## src/rtl/cpu_isa_pkg.sv

```systemverilog
// ============================================================================
// Module  : cpu_isa_pkg
// Brief   : ISA constants shared by the control decoder and the program loader
// Revision: 1.0 - initial release
// ============================================================================
`default_nettype none

package cpu_isa_pkg;

  // Primary opcodes (instruction bits [31:26])
  localparam logic [5:0] OP_RTYPE = 6'b000000;
  localparam logic [5:0] OP_ADDI  = 6'b001000;
  localparam logic [5:0] OP_BEQ   = 6'b000100;
  localparam logic [5:0] OP_J     = 6'b000010;

  // R-type function codes understood by the datapath
  localparam logic [5:0] F_ADD = 6'h20;
  localparam logic [5:0] F_SUB = 6'h22;
  localparam logic [5:0] F_AND = 6'h24;
  localparam logic [5:0] F_OR  = 6'h25;
  localparam logic [5:0] F_SLT = 6'h2A;

  // Symbolic request kind carried on op_kind
  typedef enum logic [1:0] {
    KIND_R    = 2'd0,
    KIND_ADDI = 2'd1,
    KIND_BEQ  = 2'd2,
    KIND_J    = 2'd3
  } op_kind_e;

  // Loader sequencing states
  typedef enum logic [1:0] {
    ST_IDLE  = 2'd0,
    ST_WRITE = 2'd1,
    ST_FULL  = 2'd2
  } loader_state_e;

  // True when the function code is one the decoder can execute
  function automatic logic funct_is_legal(input logic [5:0] f);
    return (f == F_ADD) || (f == F_SUB) || (f == F_AND) ||
           (f == F_OR)  || (f == F_SLT);
  endfunction

endpackage

`default_nettype wire

```

## src/rtl/instr_encoder_loader_if.sv

```systemverilog
// ============================================================================
// Module  : instr_encoder_loader_if
// Brief   : Request handshake and instruction-memory write port of the loader
// Revision: 1.0 - initial release
// ============================================================================
`default_nettype none

interface instr_encoder_loader_if #(
  parameter int ADDR_W = 8
);

  logic              in_valid;
  logic              in_ready;
  logic [1:0]        op_kind;
  logic [4:0]        rs;
  logic [4:0]        rt;
  logic [4:0]        rd;
  logic [5:0]        funct;
  logic [15:0]       imm;
  logic [25:0]       target;
  logic              imem_we;
  logic [ADDR_W-1:0] imem_addr;
  logic [31:0]       imem_wdata;
  logic              imem_ack;
  logic              clear;
  logic              full;
  logic              err;
  logic [ADDR_W:0]   word_count;

  // Requester / memory side
  modport master (
    output in_valid, op_kind, rs, rt, rd, funct, imm, target, imem_ack, clear,
    input  in_ready, imem_we, imem_addr, imem_wdata, full, err, word_count
  );

  // Loader side
  modport slave (
    input  in_valid, op_kind, rs, rt, rd, funct, imm, target, imem_ack, clear,
    output in_ready, imem_we, imem_addr, imem_wdata, full, err, word_count
  );

endinterface

`default_nettype wire

```

## src/rtl/instr_encode.sv

```systemverilog
// ============================================================================
// Module  : instr_encode
// Brief   : Combinational symbolic-request to 32-bit MIPS word encoder
// Revision: 1.0 - initial release
// ============================================================================
`default_nettype none

module instr_encode
  import cpu_isa_pkg::*;
(
  input  wire logic [1:0]  i_op_kind,
  input  wire logic [4:0]  i_rs,
  input  wire logic [4:0]  i_rt,
  input  wire logic [4:0]  i_rd,
  input  wire logic [5:0]  i_funct,
  input  wire logic [15:0] i_imm,
  input  wire logic [25:0] i_target,
  output logic      [31:0] o_word,
  output logic             o_legal
);

  // Field concatenation per instruction format; only R-type can be illegal
  always_comb begin
    o_word  = '0;
    o_legal = 1'b1;
    case (op_kind_e'(i_op_kind))
      KIND_R: begin
        o_word  = {OP_RTYPE, i_rs, i_rt, i_rd, 5'b00000, i_funct};
        o_legal = funct_is_legal(i_funct);
      end
      KIND_ADDI: o_word = {OP_ADDI, i_rs, i_rt, i_imm};
      KIND_BEQ:  o_word = {OP_BEQ, i_rs, i_rt, i_imm};
      KIND_J:    o_word = {OP_J, i_target};
      default:   o_word = '0;
    endcase
  end

endmodule

`default_nettype wire

```

## src/rtl/instr_encoder_loader.sv

```systemverilog
// ============================================================================
// Module  : instr_encoder_loader
// Brief   : Encodes instruction requests and writes them sequentially into
//           instruction memory over a stallable write port
// Revision: 1.0 - initial release
// ============================================================================
`default_nettype none

module instr_encoder_loader
  import cpu_isa_pkg::*;
#(
  parameter int ADDR_W = 8,
  parameter int DEPTH  = 256
) (
  input  wire logic         clk,
  input  wire logic         rst_n,
  instr_encoder_loader_if.slave bus
);

  localparam logic [ADDR_W:0]   c_DEPTH    = (ADDR_W+1)'(DEPTH);
  localparam logic [ADDR_W:0]   c_CNT_ONE  = (ADDR_W+1)'(1);
  localparam logic [ADDR_W-1:0] c_ADDR_ONE = ADDR_W'(1);

  loader_state_e     r_state;
  logic              r_in_ready;
  logic              r_imem_we;
  logic [ADDR_W-1:0] r_imem_addr;
  logic [31:0]       r_imem_wdata;
  logic              r_full;
  logic              r_err;
  logic [ADDR_W:0]   r_word_count;

  logic [31:0]       w_word;
  logic              w_legal;
  logic [ADDR_W:0]   w_count_next;

  instr_encode u_encode (
    .i_op_kind (bus.op_kind),
    .i_rs      (bus.rs),
    .i_rt      (bus.rt),
    .i_rd      (bus.rd),
    .i_funct   (bus.funct),
    .i_imm     (bus.imm),
    .i_target  (bus.target),
    .o_word    (w_word),
    .o_legal   (w_legal)
  );

  assign w_count_next = r_word_count + c_CNT_ONE;

  // Loader FSM: accept in IDLE, hold the write until acked, park in FULL.
  // Clear overrides everything but reset; a concurrent ack is discarded.
  always_ff @(posedge clk) begin
    if (!rst_n) begin
      r_state      <= ST_IDLE;
      r_in_ready   <= 1'b1;
      r_imem_we    <= 1'b0;
      r_imem_addr  <= '0;
      r_imem_wdata <= '0;
      r_full       <= 1'b0;
      r_err        <= 1'b0;
      r_word_count <= '0;
    end else begin
      r_err <= 1'b0;
      if (bus.clear) begin
        r_state      <= ST_IDLE;
        r_in_ready   <= 1'b1;
        r_imem_we    <= 1'b0;
        r_imem_addr  <= '0;
        r_full       <= 1'b0;
        r_word_count <= '0;
      end else begin
        case (r_state)
          ST_IDLE: begin
            if (bus.in_valid) begin
              if (w_legal) begin
                r_imem_wdata <= w_word;
                r_imem_we    <= 1'b1;
                r_in_ready   <= 1'b0;
                r_state      <= ST_WRITE;
              end else begin
                r_err <= 1'b1;
              end
            end
          end
          ST_WRITE: begin
            if (bus.imem_ack) begin
              r_imem_we    <= 1'b0;
              r_word_count <= w_count_next;
              if (w_count_next == c_DEPTH) begin
                r_imem_addr <= '0;
                r_full      <= 1'b1;
                r_in_ready  <= 1'b0;
                r_state     <= ST_FULL;
              end else begin
                r_imem_addr <= r_imem_addr + c_ADDR_ONE;
                r_in_ready  <= 1'b1;
                r_state     <= ST_IDLE;
              end
            end
          end
          ST_FULL: begin
            r_in_ready <= 1'b0;
          end
          default: begin
            r_state    <= ST_IDLE;
            r_in_ready <= 1'b1;
            r_imem_we  <= 1'b0;
          end
        endcase
      end
    end
  end

  assign bus.in_ready   = r_in_ready;
  assign bus.imem_we    = r_imem_we;
  assign bus.imem_addr  = r_imem_addr;
  assign bus.imem_wdata = r_imem_wdata;
  assign bus.full       = r_full;
  assign bus.err        = r_err;
  assign bus.word_count = r_word_count;

endmodule

`default_nettype wire

```

## src/flat_wrapper.sv

```systemverilog
// flat-port wrapper written by rule: the top's interface ports become plain ports
module instr_encoder_loader_flat import cpu_isa_pkg::*;
#(
  parameter int ADDR_W = 8,
  parameter int DEPTH  = 256
)
  (clk, rst_n, bus_in_valid, bus_op_kind, bus_rs, bus_rt, bus_rd, bus_funct, bus_imm, bus_target, bus_imem_ack, bus_clear, bus_in_ready, bus_imem_we, bus_imem_addr, bus_imem_wdata, bus_full, bus_err, bus_word_count);
  instr_encoder_loader_if #(.ADDR_W(ADDR_W)) bus_i ();
  input  wire logic clk;
  input  wire logic rst_n;
  input wire logic [$bits(bus_i.in_valid)-1:0] bus_in_valid;
  input wire logic [$bits(bus_i.op_kind)-1:0] bus_op_kind;
  input wire logic [$bits(bus_i.rs)-1:0] bus_rs;
  input wire logic [$bits(bus_i.rt)-1:0] bus_rt;
  input wire logic [$bits(bus_i.rd)-1:0] bus_rd;
  input wire logic [$bits(bus_i.funct)-1:0] bus_funct;
  input wire logic [$bits(bus_i.imm)-1:0] bus_imm;
  input wire logic [$bits(bus_i.target)-1:0] bus_target;
  input wire logic [$bits(bus_i.imem_ack)-1:0] bus_imem_ack;
  input wire logic [$bits(bus_i.clear)-1:0] bus_clear;
  output wire logic [$bits(bus_i.in_ready)-1:0] bus_in_ready;
  output wire logic [$bits(bus_i.imem_we)-1:0] bus_imem_we;
  output wire logic [$bits(bus_i.imem_addr)-1:0] bus_imem_addr;
  output wire logic [$bits(bus_i.imem_wdata)-1:0] bus_imem_wdata;
  output wire logic [$bits(bus_i.full)-1:0] bus_full;
  output wire logic [$bits(bus_i.err)-1:0] bus_err;
  output wire logic [$bits(bus_i.word_count)-1:0] bus_word_count;
  assign bus_i.in_valid = bus_in_valid;
  assign bus_i.op_kind = bus_op_kind;
  assign bus_i.rs = bus_rs;
  assign bus_i.rt = bus_rt;
  assign bus_i.rd = bus_rd;
  assign bus_i.funct = bus_funct;
  assign bus_i.imm = bus_imm;
  assign bus_i.target = bus_target;
  assign bus_i.imem_ack = bus_imem_ack;
  assign bus_i.clear = bus_clear;
  assign bus_in_ready = bus_i.in_ready;
  assign bus_imem_we = bus_i.imem_we;
  assign bus_imem_addr = bus_i.imem_addr;
  assign bus_imem_wdata = bus_i.imem_wdata;
  assign bus_full = bus_i.full;
  assign bus_err = bus_i.err;
  assign bus_word_count = bus_i.word_count;
  instr_encoder_loader #(.ADDR_W(ADDR_W), .DEPTH(DEPTH)) u_core (.clk(clk), .rst_n(rst_n), .bus(bus_i));
endmodule
```

## config.mk

```make
export PLATFORM = sky130hd
export DESIGN_NAME = instr_encoder_loader_flat
export DESIGN_NICKNAME = d
export VERILOG_FILES = /design/src/rtl/cpu_isa_pkg.sv /design/src/rtl/instr_encoder_loader_if.sv /design/src/rtl/instr_encode.sv /design/src/rtl/instr_encoder_loader.sv /design/src/flat_wrapper.sv
export SDC_FILE = /design/constraint.sdc
export NUM_CORES = 1
export LEC_CHECK = 0
export ABC_AREA = 1
export CORE_MARGIN = 2
export CORE_UTILIZATION = 45
export DETAILED_ROUTE_END_ITERATION = 16
export PLACE_DENSITY = 0.85
export SLEW_MARGIN = 20
export SYNTH_ARGS = -nofsm -noshare
export SYNTH_HDL_FRONTEND = slang
export SYNTH_SLANG_ARGS = --single-unit
export TNS_END_PERCENT = 100
```

## constraint.sdc

```tcl
create_clock -name clk -period 4.5 [get_ports clk]
set_clock_uncertainty 0.2 [all_clocks]
set_input_delay 0.675 -clock clk [delete_from_list [all_inputs] [get_ports clk]]
set_output_delay 0.675 -clock clk [all_outputs]
set_load 0.05 [all_outputs]
```

---- Word-level counts from Yosys, hierarchy flattened ----
Index checks and enable logic that the tools add are counted.
W data, S select, Z words.
word-level totals
  register bits ........................... 55
  word-level logic and storage cells ...... 60
cells by class
  equal/unequal tests ..................... 14
  bitwise operators ....................... 5
  reduce and logical (&&, ||, !) cells .... 13
  multiplexer cells ....................... 18
  add/subtract/negate cells ............... 2
operators with widths
  operator               count
  $pmux W32 S4           1
  $eq A6 B6 Y1 const B   5
  $add A9 B1 Y9 const B  1
  $eq A9 B9 Y1 const B   1
  $mux W1                9
  $add A8 B1 Y8 const B  1
  $mux W2                4
  $mux W8                1
  $reduce_and A4 Y1      2
  $eq A2 B2 Y1 const B   3
  $ne A2 B2 Y1 const B   3
  $pmux W1 S3            2
  $pmux W2 S3            1
  $reduce_and A3 Y1      2
  $not A1 Y1             5
  $eq A2 B1 Y1 const B   2
  $logic_not A2 Y1       2
  $logic_or A1 B1 Y1     4
  $reduce_or A4 Y1       1
  $reduce_and A2 Y1      1
  $reduce_or A2 Y1       1

---- Logic depth before layout (Yosys ltp) ----
  depth after elaboration ................. 9
  depth in mapped cells ................... 11

---- Cells and area by module ----
Synthesis repeated with hierarchy kept, for this count alone.
unflattened totals
  cell total of the unflattened synthesis .. 455
  area total of the unflattened synthesis .. 3118.0 um^2
modules (own cells, without submodules)
  module                seq. area each (um^2)  area an instance (um^2)  cells each  times used
  instr_encoder_loader  1081.0                 2404.8                   299         1
  instr_encode          0.0                    713.2                    156         1

---- Worst setup path before layout ----
OpenSTA, ideal clock, no wires.
  kind .................................... register to register
  start ................................... register u_core.r_word_count[1], in the netlist u_core.bus.word_count[1]
  end ..................................... register u_core.r_imem_addr[0], in the netlist u_core.bus.imem_addr[0]
  data arrival time ....................... 1.786 ns
  cell stages (with the launch flop) ...... 11
  path slack .............................. 2.398 ns
  cells stage by stage .................... dfxtp_1 > ha_1 > nand2_1 > inv_1 > nand3_1 > nand2_1 > nand2_1 > nor2_2 > nand3_4 > nand2_2 > nor2_1
on the way
  word-level cells in the longest chain between the ends .. 3
ends and longest elaborated chain
  element                 RTL line                    RTL
  from (decl)             instr_encoder_loader.sv:31  logic [ADDR_W:0] r_word_count;
  from (signal assigned)  instr_encoder_loader.sv:89  r_word_count <= w_count_next;
  $add A9 B1 Y9           instr_encoder_loader.sv:49  assign w_count_next = r_word_count + c_CNT_ONE;
  $eq A9 B9 Y1            instr_encoder_loader.sv:90  if (w_count_next == c_DEPTH) begin
  $mux W8                 instr_encoder_loader.sv:90
  to (signal assigned)    instr_encoder_loader.sv:96  r_imem_addr <= r_imem_addr + c_ADDR_ONE;
  to (decl)               instr_encoder_loader.sv:27  logic [ADDR_W-1:0] r_imem_addr;
Every way passes these cells.
A chain may end at the register's enable or synchronous reset.

---- Final worst setup path ----
  start ................................... register u_core.r_word_count[2], in the netlist u_core.bus.word_count[2]
  end ..................................... output port bus_word_count[2]
RTL lines
  element    RTL line            RTL
  to (decl)  flat_wrapper.sv:27  output wire logic [$bits(bus_i.word_count)-1:0] bus_word_count;
No word-level cell between the ends.

==> impl_metrics.py <==
metrics = {
    "drt": {
        "vias_per_cell": 5.00,
        "avgRoutedWirePerCell_um": 12.4,
        "ant_nets": 0,
        "totalWireLength_um": 7510,
        "route.vias.total": 3022,
        "drt_iter0_drc": 132,
        "dr.pass1.iters": 4,
        "drc": 0,
    },
    "cells_and_area": {
        "final_util": 0.680,
        "antenna_cells": 0,
        "drive_gt1_frac": 0.0567,
        "synthToLayoutAreaGrowth_pct": 46.0,
        "nets": 601,
    },
    "sta": {
        "tns_ps": 0,
        "slew_headroom": 0.441,
        "fin_crit_sh": 0.563,
        "slew_violations": 0,
        "tightest_slew_ps": 836,
        "setup_viol": 0,
        "fmax_ghz": 0.394,
        "hold_viol": 0,
        "grt_setup_unrepaired": "false",
        "fin_crit_ps": 2530,
    },
    "clocking": {
        "insertion_delay_ps": 300,
        "cts.reportedPaths.clkPinSlew_ps": 90,
        "cts.hold.buffers_added": 0,
        "ctsLongestPathBuffers": 2,
        "cts_resized": 0,
        "cts_tree": "yes",
        "htreeDepth": 2,
        "cts_root_buf": "clkbuf_8",
        "post_cts.repair.setup_buffers": 0,
        "cts_made_buffers": 5,
        "numClockSinks": 51,
    },
    "placement": {
        "dp_hpwl_um": 5790,
        "io_buffers": 119,
        "gp_congestion": 0.845,
    },
    "synth": {
        "synth_top_area_frac": 0.370,
        "postSynthAreaPerCell_um2": 6.59,
        "synthCells": 419,
        "synth-edff-count": 0,
        "yosysWarnings": 0,
        "postSynthRegisterBits": 51,
        "synth_area_leader_cell": "dfxtp_1",
        "synth_top_cells_by_area": "dfxtp_1 (37%), nand2_1 (16%), nor2_1 (7.3%)",
        "yosysSeqAreaShare": 0.370,
        "ys.flop_type": "dfxtp_1",
        "synth_common_cells": "nand2_1 (118), nor2_1 (54), dfxtp_1 (51)",
        "synthArstFlopShare": 0,
        "synth_most_common_cell": "nand2_1",
        "ys_types": 28,
        "syn_area_um2": 2760,
    },
    "worst_setup_path": {
        "cp.depth": 1,
        "worst_setup_path_start_kind": "register",
        "cpPeakStageDelay_ps": 870,
        "reg2reg_depth": 7,
        "r2r_end": "u_core.bus.imem_wdata[11]$_SDFFE_PN0P_",
        "path_class": "reg2out",
        "crit_fanout": 8,
        "cp.required_ps": 3620,
        "end_kind": "output port",
        "critPathTopFamily": "buffers and inverters",
        "crit_buf_inv": 1,
        "worstPathCellList": "clkdlybuf4s50_1",
        "critPathLaunch": "u_core.bus.word_count[2]$_SDFFE_PP0P_",
        "cpMaxStageDelayCell": "clkdlybuf4s50_1",
        "r2r_setup_slack_ps": 2560,
        "arrival_ps": 1660,
        "r2r_start": "u_core.r_state[1]$_SDFFE_PP0P_",
        "crit_end": "bus_word_count[2]",
    },
    "global_route": {
        "grt_max_degree": 39,
        "track_usage": 0.226,
        "grt_overflow": 0,
        "antenna_found_initial": 0,
        "grt_pass1_wl_um": 11900,
        "grt_pass1_vias": 2758,
    },
    "power": {
        "pwr_density_cell_nw_per_um2": 256,
        "power_leakage_uw": 0.00171,
        "peakVddDrop_mv": 0.141,
    },
    "floorplan": {
        "die_height_um": 82.3,
        "die_w_um": 82.3,
        "io_pins": 123,
        "dieArea_um2": 6780,
        "num_rows": 28,
        "core_area_um2": 5920,
        "start_util": 0.466,
    },
    "worst_hold_path": {
        "worstHoldStart": "u_core.bus.full$_SDFFE_PP0P_",
        "min_path_type": "reg2reg",
    },
    "run": {
        "drv_cap": 0,
    },
    "outcome": {
        "status": "finished clean",
    },
}
-- tightest hold or removal path, stage by stage (launching register included) --
cell,delay (ps)
dfxtp_1,320
inv_1,60
a21oi_2,50
-- area by class of cell --
| class | count | area (um2) |
|---|---|---|
| inverters | 44 | 165 |
| fillers | 537 | 1890 |
| repair buffers | 119 | 1190 |
| clock buffers | 6 | 82.6 |
| well taps | 75 | 93.8 |
| multi-input cells | 307 | 1460 |
| clock inverters | 2 | 16.3 |
| flip-flops and latches | 51 | 1020 |
-- state kept, by name, indices dropped and copies added (netlist names) --
register / count
u_core.bus.err: 1
u_core.bus.imem_wdata: 29
u_core.r_state: 2
u_core.bus.imem_addr: 8
u_core.bus.full: 1
u_core.bus.word_count: 9
u_core.bus.in_ready: 1
-- cell usage in the layout, fill, tap and decap left out, types with 2 or more instances in the layout --
master           Yosys  routed
nand3_1             23      23
a21oi_2              2       2
conb_1               1       3
o21ai_0             31      31
ha_1                 3       3
clkbuf_8             0       6
nor3_1               4       4
a21oi_1             37      37
o211ai_1             4       4
nor2_4               5       5
xor2_1               3       3
nand4_1              4       4
o21bai_1             2       2
clkdlybuf4s50_1      0     119
nand2_1            118     118
nand2_2              4       4
inv_2                5       5
inv_1               39      39
nor2_1              54      54
nor2_2               2       2
o21ai_1              4       4
dfxtp_1             51      51
-- how the worst min path moves through the flow --
stage,endpoint,slack (ps),depth (start not counted)
6_report,u_core.bus.full$_SDFFE_PP0P_,270,2
2_1_floorplan,u_core.r_state[1]$_SDFFE_PP0P_,310,2
4_1_cts,u_core.bus.full$_SDFFE_PP0P_,270,2
3_3_place_gp,u_core.bus.full$_SDFFE_PP0P_,250,2
3_5_place_dp,u_core.bus.full$_SDFFE_PP0P_,260,2
5_1_grt,u_core.bus.imem_wdata[6]$_SDFFE_PN0P_,290,2
-- cells by family after synthesis --
logic type | after synthesis | synth area share
compound gates | 81 | 0.159
fa+ha+maj | 3 | 0.0136
flops | 51 | 0.370
buf+inv | 63 | 0.104
xor+xnor | 3 | 0.00952
other cells | 1 | 0.00136
simple gates | 217 | 0.342
-- power by group --
group | switching (uW) | internal [uW]
clock | 154 | 126
combinational | 156 | 113
sequential | 12.2 | 470
total | 322 | 709
-- metrics by stage --
stage               instance area, um2  setup WS [ps]  power, uW  instances  hold slack, ps
floorplan                         2770           2400        646        421             306
global placement                  3930           1780        756        596             252
detailed placement                3930           1670        760        596             257
CTS                               4030           1970       1030        604             270
global route                      4030           1730       1070        604             293
finish                            4030           1970       1030        604             268
-- per-layer routing --
metal,share of wire,global-route usage
met1,0.41,0.253
met2,0.49,0.396
met3,0.085,0.0783
met4,0.021,0.0783
met5,0,0
Note: power is estimated with default switching activity, not from simulation.
